--- config.mk ---
export PLATFORM = sky130hd
export DESIGN_NAME = ifmap_stream_feeder
export DESIGN_NICKNAME = d
export VERILOG_FILES = /design/src/rtl/ifmap_stream_feeder.sv
export SDC_FILE = /design/constraint.sdc
export NUM_CORES = 1
export LEC_CHECK = 0
export CAP_MARGIN = 5
export CORE_MARGIN = 2
export CORE_UTILIZATION = 59
export DETAILED_ROUTE_END_ITERATION = 8
export PLACE_DENSITY = 0.84
export SLEW_MARGIN = 10
export SYNTH_ARGS = -nofsm -noshare
export SYNTH_HDL_FRONTEND = slang
export SYNTH_SLANG_ARGS = --single-unit
--- constraint.sdc ---
create_clock -name clk -period 6.1 [get_ports clk]
set_clock_uncertainty 0.2 [all_clocks]
set_input_delay 1.22 -clock clk [delete_from_list [all_inputs] [get_ports clk]]
set_output_delay 1.22 -clock clk [all_outputs]
set_load 0.05 [all_outputs]
--- src/rtl/ifmap_stream_feeder.sv ---
// Transmit side of the PE IFMap FIFO: walks a row-major feature map in synchronous-read SRAM
// and pushes {eom, eor, data} words into the PE FIFO through a 2-entry skid buffer.
module ifmap_stream_feeder #(
    parameter int DATA_WIDTH = 16,
    parameter int ADDR_WIDTH = 12,
    parameter int DIM_WIDTH  = 8
) (
    input  logic                  clk,
    input  logic                  rstn,
    input  logic                  clear,
    input  logic                  start,
    input  logic [ADDR_WIDTH-1:0] base_addr,
    input  logic [DIM_WIDTH-1:0]  num_rows,
    input  logic [DIM_WIDTH-1:0]  num_cols,
    output logic                  busy,
    output logic                  done,
    output logic                  mem_ren,
    output logic [ADDR_WIDTH-1:0] mem_addr,
    input  logic [DATA_WIDTH-1:0] mem_rdata,
    output logic                  fifo_wen,
    output logic [DATA_WIDTH+1:0] fifo_din,
    input  logic                  fifo_full
);
    localparam int WORD_W = DATA_WIDTH + 2;
    localparam int CNT_W  = 2 * DIM_WIDTH;

    typedef enum logic [1:0] {
        S_IDLE   = 2'd0,
        S_STREAM = 2'd1,
        S_FINISH = 2'd2
    } state_t;

    state_t                state_q;
    logic                  busy_q;
    logic                  done_q;
    logic [ADDR_WIDTH-1:0] addr_q;
    logic [DIM_WIDTH-1:0]  rows_q;
    logic [DIM_WIDTH-1:0]  cols_q;
    logic [DIM_WIDTH-1:0]  row_q;
    logic [DIM_WIDTH-1:0]  col_q;
    logic [CNT_W-1:0]      total_q;
    logic [CNT_W-1:0]      issued_q;
    logic                  rd_pend_q;
    logic [1:0]            pend_tag_q;
    logic [WORD_W-1:0]     skid_q [2];
    logic                  head_q;
    logic [1:0]            count_q;

    logic                  streaming_s;
    logic                  skid_empty_s;
    logic                  pop_s;
    logic                  issue_left_s;
    logic                  ren_s;
    logic                  last_col_s;
    logic                  last_row_s;
    logic                  tail_s;
    logic [2:0]            credit_s;
    logic [WORD_W-1:0]     head_word_s;
    logic [1:0]            count_d;
    logic                  head_d;

    // Read-issue credit, skid buffer bookkeeping and the FIFO push decision.
    always_comb begin
        streaming_s  = (state_q == S_STREAM);
        skid_empty_s = (count_q == 2'd0);
        head_word_s  = skid_q[head_q];
        pop_s        = streaming_s && !skid_empty_s && !fifo_full;
        issue_left_s = (issued_q != total_q);
        // A read in flight already owns a skid slot, so it counts against the 2 entries.
        credit_s     = {1'b0, count_q} + {2'b00, rd_pend_q};
        ren_s        = streaming_s && issue_left_s && ((credit_s - {2'b00, pop_s}) < 3'd2);
        last_col_s   = (col_q == (cols_q - DIM_WIDTH'(1'b1)));
        last_row_s   = (row_q == (rows_q - DIM_WIDTH'(1'b1)));
        tail_s       = head_q ^ count_q[0];
        count_d      = count_q + {1'b0, rd_pend_q} - {1'b0, pop_s};
        head_d       = head_q ^ pop_s;
    end

    assign busy     = busy_q;
    assign done     = done_q;
    assign mem_ren  = ren_s;
    assign mem_addr = addr_q;
    assign fifo_wen = pop_s;
    assign fifo_din = head_word_s;

    // Control FSM: configuration capture, completion on the eom push, one-cycle done.
    always_ff @(posedge clk or negedge rstn) begin
        if (!rstn) begin
            state_q <= S_IDLE;
            busy_q  <= 1'b0;
            done_q  <= 1'b0;
            rows_q  <= {DIM_WIDTH{1'b0}};
            cols_q  <= {DIM_WIDTH{1'b0}};
            total_q <= {CNT_W{1'b0}};
        end else if (clear) begin
            state_q <= S_IDLE;
            busy_q  <= 1'b0;
            done_q  <= 1'b0;
        end else begin
            case (state_q)
                S_IDLE: begin
                    if (start) begin
                        rows_q  <= num_rows;
                        cols_q  <= num_cols;
                        total_q <= CNT_W'(num_rows) * CNT_W'(num_cols);
                        if ((num_rows == {DIM_WIDTH{1'b0}}) || (num_cols == {DIM_WIDTH{1'b0}})) begin
                            state_q <= S_FINISH;
                            done_q  <= 1'b1;
                        end else begin
                            state_q <= S_STREAM;
                            busy_q  <= 1'b1;
                        end
                    end
                end
                S_STREAM: begin
                    if (pop_s && head_word_s[WORD_W-1]) begin
                        state_q <= S_FINISH;
                        busy_q  <= 1'b0;
                        done_q  <= 1'b1;
                    end
                end
                S_FINISH: begin
                    state_q <= S_IDLE;
                    done_q  <= 1'b0;
                end
                default: begin
                    state_q <= S_IDLE;
                    busy_q  <= 1'b0;
                    done_q  <= 1'b0;
                end
            endcase
        end
    end

    // Read address and row/column tagging of each issued read.
    always_ff @(posedge clk or negedge rstn) begin
        if (!rstn) begin
            addr_q   <= {ADDR_WIDTH{1'b0}};
            issued_q <= {CNT_W{1'b0}};
            row_q    <= {DIM_WIDTH{1'b0}};
            col_q    <= {DIM_WIDTH{1'b0}};
        end else if (clear) begin
            issued_q <= {CNT_W{1'b0}};
            row_q    <= {DIM_WIDTH{1'b0}};
            col_q    <= {DIM_WIDTH{1'b0}};
        end else if ((state_q == S_IDLE) && start) begin
            addr_q   <= base_addr;
            issued_q <= {CNT_W{1'b0}};
            row_q    <= {DIM_WIDTH{1'b0}};
            col_q    <= {DIM_WIDTH{1'b0}};
        end else if (ren_s) begin
            addr_q   <= addr_q + ADDR_WIDTH'(1'b1);
            issued_q <= issued_q + CNT_W'(1'b1);
            if (last_col_s) begin
                col_q <= {DIM_WIDTH{1'b0}};
                row_q <= row_q + DIM_WIDTH'(1'b1);
            end else begin
                col_q <= col_q + DIM_WIDTH'(1'b1);
            end
        end
    end

    // Skid buffer: returned SRAM data joins its tags at the tail, the PE FIFO drains the head.
    always_ff @(posedge clk or negedge rstn) begin
        if (!rstn) begin
            rd_pend_q  <= 1'b0;
            pend_tag_q <= 2'b00;
            skid_q[0]  <= {WORD_W{1'b0}};
            skid_q[1]  <= {WORD_W{1'b0}};
            head_q     <= 1'b0;
            count_q    <= 2'd0;
        end else if (clear) begin
            rd_pend_q  <= 1'b0;
            head_q     <= 1'b0;
            count_q    <= 2'd0;
        end else begin
            rd_pend_q <= ren_s;
            if (ren_s) begin
                pend_tag_q <= {last_col_s && last_row_s, last_col_s};
            end
            if (rd_pend_q) begin
                skid_q[tail_s] <= {pend_tag_q, mem_rdata};
            end
            head_q  <= head_d;
            count_q <= count_d;
        end
    end
endmodule

* Yosys cells after proc, flatten, opt, wreduce, memory -nomap -nowiden *
Index checks and enable logic that the tools add are counted.

operators by class
  add/subtract/negate cells = 10
  multiply operators = 1
  divide/modulo/power cells = 0
  $lt $le $gt $ge = 4
  equal/unequal tests = 10
  shift operators = 0
  muxes and demuxes = 37
  bitwise operators = 5
  reductions and logical operators = 26

operators with widths
  operator                                                            number
  18-bit two-way mux                                                  4
  8-bit two-way mux                                                   8
  16-bit two-way mux                                                  3
  36-bit bitwise mux                                                  1
  12-bit two-way mux                                                  2
  18-bit demux with 1-bit select                                      1
  16-bit by 1-bit adder with 16-bit output, second input constant     1
  8-bit by 1-bit adder with 8-bit output, second input constant       2
  8-bit equality test                                                 2
  8-bit logical NOT                                                   2
  8-bit by 8-bit multiplier with 16-bit output                        1
  16-bit != test                                                      1
  8-bit by 1-bit subtractor with 8-bit output, second input constant  2
  12-bit by 1-bit adder with 12-bit output, second input constant     1
  1-bit two-way mux                                                   10
  2-bit two-way mux                                                   5
  2-bit AND reduction                                                 5
  3-bit != test, second input constant                                3
  1-bit logical AND                                                   8
  3-bit AND reduction                                                 2
  3-bit nonzero test                                                  2
  2-bit greater-or-equal comparator, second input constant            2
  2-bit logical NOT                                                   2
  1-bit inverter with 2-bit output                                    2
  other kinds (19)                                                    21

storage, ports and cells
  bits in registers = 122
  bits in latches = 0
  memory bits (writable) = 0
  ROM bits = 0
  input port bits = 49
  output and inout bits = 34
  memories kept = 0

* Longest topological paths before layout *
Gate-level depths: netlist of run 1.

  depth in word-level cells = 10
  depth in mapped cells = 16
  depth with buffers taken out = 15

* Worst setup path after synthesis of run 1 *
No wires, ideal clock.

  path kind = in2out
  start = in fifo_full
  end = out mem_ren
  arrival = 4.989 ns
  data required time = 4.680 ns
  slack = -0.309 ns
  stages on the path = 11
  path buffers = 3
  path through = a211oi_1 -> ha_1 -> inv_1 -> ha_1 -> fa_1 -> or3_1 -> buf_4 -> or2_2 -> buf_6 -> inv_2 -> buf_2

between the ends
  longest elaborated chain between the ends = 5

ends and longest elaborated chain
  item                                                   line  RTL
  from (decl)                                            22    input logic fifo_full
  1-bit logical NOT                                      67    pop_s = streaming_s && !skid_empty_s && !fifo_full;
  1-bit logical AND                                      67
  3-bit by 1-bit subtractor with 3-bit output            71    ren_s = streaming_s && issue_left_s && ((credit_s - {2'b00, pop_s}) < 3'd2);
  3-bit by 2-bit less-than comparator with 1-bit output  71
  1-bit logical AND                                      71
  to (decl)                                              17    output logic mem_ren,

No other way between the ends.

* Worst setup path in the final report of run 1 *
  start = in num_rows[3]
  end = reg total_q[13]

between the ends
  longest elaborated chain between the ends = 1

ends and longest elaborated chain
  item                                          line  RTL
  from (decl)                                   13    input logic [DIM_WIDTH-1:0] num_rows,
  8-bit by 8-bit multiplier with 16-bit output  105   total_q <= CNT_W'(num_rows) * CNT_W'(num_cols);
  to (signal assigned)                          94    total_q <= {CNT_W{1'b0}};
  to (signal assigned)                          105
  to (decl)                                     41    logic [CNT_W-1:0] total_q;

No other way between the ends.
A chain may end at the register's enable or synchronous reset.

==> results of run 1 <==
==> cell families after synthesis <==
| logic type | Yosys count |
|---|---|
| compound gates | 142 |
| xor+xnor | 51 |
| fa+ha+maj | 81 |
| buf+inv | 121 |
| flops | 122 |
| mux | 59 |
| simple gates | 351 |
==> final timing paths <==
path	startpoint	endpoint	slack, ps	cells after the start
worst min register to register	done$_DFFE_PN0P_	done$_DFFE_PN0P_	280	1
worst min-delay path	done$_DFFE_PN0P_	done$_DFFE_PN0P_	280	1
worst max register to register	state_q[0]$_DFFE_PN0P_	pend_tag_q[1]$_DFFE_PN0P_	2110	12
max in group asynchronous	rstn	rows_q[5]$_DFFE_PN0P_	3790	2
min in group asynchronous	rstn	mem_addr[2]$_DFFE_PN0P_	770	1
worst max-delay path	num_rows[3]	total_q[13]$_DFFE_PN0P_	530	14
==> routing by layer <==
| metal | up-vias | part of all wire [%] | track usage, % |
|---|---|---|---|
| met5 | - | 0 | 0 |
| met4 | 0 | 2.6 | 9.804 |
| met3 | 36 | 4.7 | 4.450 |
| met2 | 223 | 50 | 45.40 |
| met1 | 3505 | 43 | 37.43 |
| li1 | 3340 | - | - |
==> registers in the layout, summed over array words and instances, names as in the netlist, 2 cells and up <==
name and count:
col_q 8, cols_q 8, row_q 8, total_q 16
count_q 2, rows_q 8, issued_q 16, skid_q 36
mem_addr 12, pend_tag_q 2, state_q 2
==> metrics by stage <==
step | setup WS, ps | util (%) | power [W] | cell area, sq um | std cells
after CTS | 540.9 | 71.04 | 0.004546 | 10250 | 1200
after global placement | 215.1 | 67.14 | 0.003518 | 9684 | 1168
after detailed placement | 114.7 | 67.14 | 0.003567 | 9684 | 1168
after global routing | 315.0 | 71.04 | 0.004846 | 10250 | 1200
after floorplan | 347.2 | - | 0.002937 | 8640 | 927
final | 530.7 | 71.04 | 0.004541 | 10250 | 1200
==> cell usage in the layout, fill, tap and decap left out, types with 4 or more instances in the layout <==
cell type / instances
nand2_1: 132
dfrtp_1: 122
clkdlybuf4s50_1: 80
inv_1: 71
mux2_2: 55
ha_1: 44
nand3_1: 43
o21ai_0: 40
fa_1: 37
xnor2_1: 36
a21oi_1: 36
and2_1: 35
nor2_1: 31
buf_4: 25
nor3_1: 22
and3_1: 18
clkbuf_16: 17
xor2_1: 15
nor4_1: 12
o211ai_1: 12
nand3b_1: 10
nor3b_1: 10
nand4_1: 8
or2_2: 6
a31oi_1: 6
o21a_1: 6
nand2b_1: 5
o22ai_1: 5
o2111ai_1: 5
a21o_1: 5
nor2b_1: 4
o31ai_1: 4
clkinvlp_4: 4
==> layout make-up <==
class,instances,area (sq um)
multi-input cells,684,5122
flip-flops and latches,122,3053
clock buffers,19,452.9
inverters,72,270.3
repair buffers,106,1008
clock inverters,13,110.1
well taps,184,230.2
fillers,1012,4177
==> report_power, final <==
group / total [W] / internal [W] / switching [W]
Sequential: 0.00131 / 0.00107 / 0.000243
Combinational: 0.00227 / 0.000910 / 0.00136
Clock: 0.000957 / 0.000550 / 0.000407
==> run metrics, run 1 <==
final net count 1,133; kind of critical path primary input to register; unrepaired setup endpoints after global routing false; adder-cell share of the synthesized area about 15%; Post-synth ARST share 100.0%; vias per cell 5.920; Area Overhead vs Synth 18.68%; P per Cell Area 443.1 nW/um^2; Total Routing Usage GR between 20% and 30%; largest net degree at the start of global routing between 80 and 90; crit path max fanout 10; crit path DAT 5700 ps; initial core utilization 59.86%; Main synth FF type dfrtp_1; Synth top area share 35.36%; Avg WL per Cell 17.07 microns; Worst Path Required a little over 6000 ps; minimum clock period 5569 ps; relative slew slack about 25%; register bit count reported by yosys 122; core area around 14,000 sq um; CTS Buf Count 17; VDD IR max about 260 uV; Synth Area in XOR/XNOR slightly above 5%; count leader, synth nand2_1; Die Wd about 120 microns; Syn Area/Cell between 9 and 10 sq um; initial antenna violation count 0; Hold Buf Count CTS 0; Die Y 125.0 microns; total vias in the final route around 7,100; crit-path max cell delay 690 ps; TritonRoute pass-1 iters 5; Antenna diodes 0; final setup violation count 0; most frequent cells after synthesis nand2_1, dfrtp_1, inv_1; Post-Synthesis Net Count between 1,000 and 1,500; Simple-Gate Fraction of Synth Area a little over 20%; LEAKAGE 4.691 nW; final WL 20,480 microns; Ports 83; kind of cell adding the most delay to the critical path adder cells; CP Launch Type primary input; main combinational cell family by area after synthesis simple AND/OR/NAND/NOR gates; sequential area share after synthesis 35.36%; die area between 15,000 and 20,000 sq um; DP HPWL around 15,000 microns; most used cell along the critical path fa_1; Post-synth EDFFs 0; worst slew pin tran around 1100 ps; Initial DRC Count 521; Post-DRT Antenna Nets 0; Port Buffers 82; mapped cell area about 8600 sq um; PostCTS Resize Cnt 0; drt drc 0; first-pass GRT wire length 35,230 microns; largest cells by area after synthesis dfrtp_1, fa_1, mux2_2; mux contribution to synthesized area around 7.7%; num rows between 40 and 50; fraction of layout cells with a size suffix above 1 between 10% and 20%; Congestion Overflow GR 0; Worst Hold Class register to register; max_cap viols 0; post-CTS repair timing setup buffer count 0; clock latency on the worst-skew pair ~420 ps; synth unique cells 59; critical path's slowest cell clkdlybuf4s50_1; Root Driver clkbuf_16; final hold vios 0; fin crit share 91.30%; final setup TNS 0 ps; Post-Synthesis Cells a little over 900; gpl congestion approximately 0.90; Clk pin slew, worst setup/hold paths 60 ps; synth warn 0; hold slack 281.2 ps; H-tree levels 4; Clock Path Buffers 2; CP Cell Sequence clkdlybuf4s50_1 > nand2_1 > fa_1 > fa_1 > fa_1 > fa_1 > inv_1 > ha_1 > and3_1 > a21oi_1 > a31oi_1 > o21a_1 > o21a_1 > o31ai_1; CTS tree built; Max Slew Vio Count 0; vias in the first global route between 7,000 and 8,000; Synth Area in Compound Gates between 10% and 20%; CP bufs+invs 2; FMAX 179.6 MHz; area leader, netlist dfrtp_1; CTS sink count between 100 and 150; status finished, final reports clean; Crit. End Element register
No activity file was read; power rests on OpenSTA's default activity.
==> inputs of run 2 (changes only) <==
--- a/config.mk
+++ b/config.mk
@@ -8,6 +8,7 @@
 export CAP_MARGIN = 5
 export CORE_MARGIN = 2
 export CORE_UTILIZATION = 59
+export CTS_CLUSTER_SIZE = 24
 export DETAILED_ROUTE_END_ITERATION = 8
 export PLACE_DENSITY = 0.84
 export SLEW_MARGIN = 10
==> results of run 2 <==
The final DEF is identical to that of run 1; final timing and power are the same.
==> inputs of run 3 (changes only) <==
==> constraint.sdc (replaced) <==
create_clock -name clk -period 5.5 [get_ports clk]
set_clock_uncertainty 0.2 [all_clocks]
set_input_delay 1.1 -clock clk [delete_from_list [all_inputs] [get_ports clk]]
set_output_delay 1.1 -clock clk [all_outputs]
set_load 0.05 [all_outputs]
==> run 3 against run 2 <==
Against the previous run:
- combinational power grew 17%
- register-to-register slack lost 610 ps
- setup slack lost 300 ps
- first-iteration DRC count shrank 18%
- largest power group unchanged
==> run metrics, run 3 (same netlist as run 1, synthesis figures left out) <==
status finished, final reports clean; gpl congestion 0.8626 (-3.7%); initial antenna violation count 0 (unchanged); Clk pwr share 21.8% (+0.7 points); Post-DRT Antenna Nets 0 (unchanged); P per Cell Area 501.5 nW/um^2 (+13%); Crit. End Element register; hold slack 298.5 ps (+17.27 ps); sw power 0.002304 W (+15%); Min-Delay Path Depth 2 (+1); Worst Hold Class register to register; largest net degree at the start of global routing 48 (-41%); RR Startpoint state_q[0]$_DFFE_PN0P_; final setup TNS 0 ps (unchanged); clock latency on the worst-skew pair 430 ps (about the same); num rows 44 (unchanged); largest registers skid_q: 36 flops, issued_q: 16 flops, total_q: 16 flops; CTS sink count 122 (unchanged); CP Launch Type primary input; Antenna diodes 0 (unchanged); max_cap viols 0 (unchanged); sequential share of power 27.8% (-1.1 points); hold path start total_q[3]$_DFFE_PN0P_; register area 3053 sq um (unchanged); P_int 0.002956 W (+17%); crit path max fanout 4 (-6); FMAX ~190 MHz; final net count 1,158 (+2.2%); total vias in the final route 7,224 (+1.7%); Initial DRC Count 427 (-18%); final hold vios 0 (unchanged); drt drc 0 (unchanged); vias in the first global route 7,379 (+4.1%); commonest non-fill, non-tap cell in the layout nand2_1; minimum clock period 5267 ps; Final Worst Setup Slack 233.1 ps (-297.7 ps); kind of critical path primary input to register; CTS tree built; Max Slew Vio Count 0 (unchanged); Root Driver clkbuf_16; H-tree levels 4 (unchanged); crit path DAT 5400 ps (-300 ps); vias per cell 5.897 (-0.39%); Top reg by flops skid_q; final setup violation count 0 (unchanged); Port Buffers 82 (unchanged); Worst Path Required 5630 ps (-600 ps); post-CTS repair timing setup buffer count 0 (unchanged); Avg WL per Cell 17.51 microns (+2.6%); LEAKAGE 4.850 nW (+3.4%); die area 15,620 sq um (unchanged); Total Routing Usage GR 28.75% (+1.1 points); max reg flops 36 (unchanged); Clk pin slew, worst setup/hold paths 60 ps (about the same); most frequent cells in the layout nand2_1, dfrtp_1, clkdlybuf4s50_1; Congestion Overflow GR 0 (unchanged); combinational power share 50.4% (+0.4 points); initial core utilization 59.86% (unchanged); Net Sw Frac 43.80% (-0.49 points); Fillers 992 (-2.0%); worst slew pin tran 1192 ps (+68.65 ps); Die Y 125.0 microns (unchanged); fin crit share a little over nine tenths; relative slew slack 20.27% (-4.6 points); DP HPWL 15,010 microns (+3.5%); fraction of layout cells with a size suffix above 1 14.99% (+2.1 points); R2R depth 12 (unchanged); Setup crit start num_cols[7]; core area 14,420 sq um (unchanged); unrepaired setup endpoints after global routing false; Clock Path Buffers 2 (unchanged); Die Wd 125.0 microns (unchanged); CTS Buf Count 17 (unchanged); TritonRoute pass-1 iters 5 (unchanged); Area Overhead vs Synth 21.45%; VDD IR max 380.1 uV (+45%); first-pass GRT wire length 36,480 microns (+3.5%); Ports 83 (unchanged); Setup Slack @ Placement -153.3 ps (-268.0 ps); final WL 21,450 microns (+4.7%); area taken by multi-input logic gates 5130 sq um (+0.15%)
run 3: worst paths after layout:
| path | slack, ps | endpoint |
|---|---|---|
| min in group asynchronous | 420 | col_q[3]$_DFFE_PN0P_ |
| max in group asynchronous | 3730 | skid_q[14]$_DFFE_PN0P_ |
| min reg2reg | 300 | total_q[3]$_DFFE_PN0P_ |
| max reg2reg | 1500 | mem_addr[9]$_DFFE_PN0P_ |
| max | 230 | total_q[13]$_DFFE_PN0P_ |
| min | 300 | total_q[3]$_DFFE_PN0P_ |
run 3: timing repair:
item | in CTS | in global routing
gates resized for setup | 0 | 2
setup endpoints to repair | 0 | 1
hold buffers | 0 | 0
run 3: power by group through the flow:
| stage | clock, W | combinational (W) | sequential (W) |
|---|---|---|---|
| finish | 0.00115 | 0.00265 | 0.00146 |
| global route | 0.00120 | 0.00289 | 0.00150 |
| global placement | 0 | 0.00254 | 0.00144 |
| CTS | 0.00116 | 0.00265 | 0.00145 |
| detailed placement | 0 | 0.00260 | 0.00146 |
| floorplan | 0 | 0.00171 | 0.00155 |
run 3: stage by stage:
step / util, % / area, sq um / power [W] / cells
global placement: 68.49 / 9879 / 0.003979 / 1193
detailed placement: 68.49 / 9879 / 0.004061 / 1193
global route: 72.70 / 10490 / 0.005587 / 1225
finish: 72.70 / 10490 / 0.005259 / 1225
floorplan: - / 8647 / 0.003261 / 927
CTS: 72.68 / 10480 / 0.005262 / 1225
run 3: per-layer routing:
layer	GRT usage, %	share of wire, %	vias up
met1	37.25	41	3521
met3	5.220	5.9	52
met2	48.63	50	256
li1	-	-	3395
met4	10.65	2.6	0
met5	0	0	-
run 3: area by class of cell:
class                      instances  area share (%)
clock buffer                      17           4.057
timing repair buffer             131           11.43
clock inverter                    15           1.706
tap                              184           2.195
multi-input combinational        684           48.92
inverter                          72           2.577
sequential                       122           29.11
run 3: worst max-delay path, cell delays in order:
cell and delay [ps]:
clkdlybuf4s50_1 580, nand2_1 110, fa_1 520, fa_1 530, fa_1 530, fa_1 550, inv_1 40, ha_1 310
and3_1 150, a21oi_1 240, a31oi_1 130, o21a_1 210, o21a_1 170, o31ai_1 210
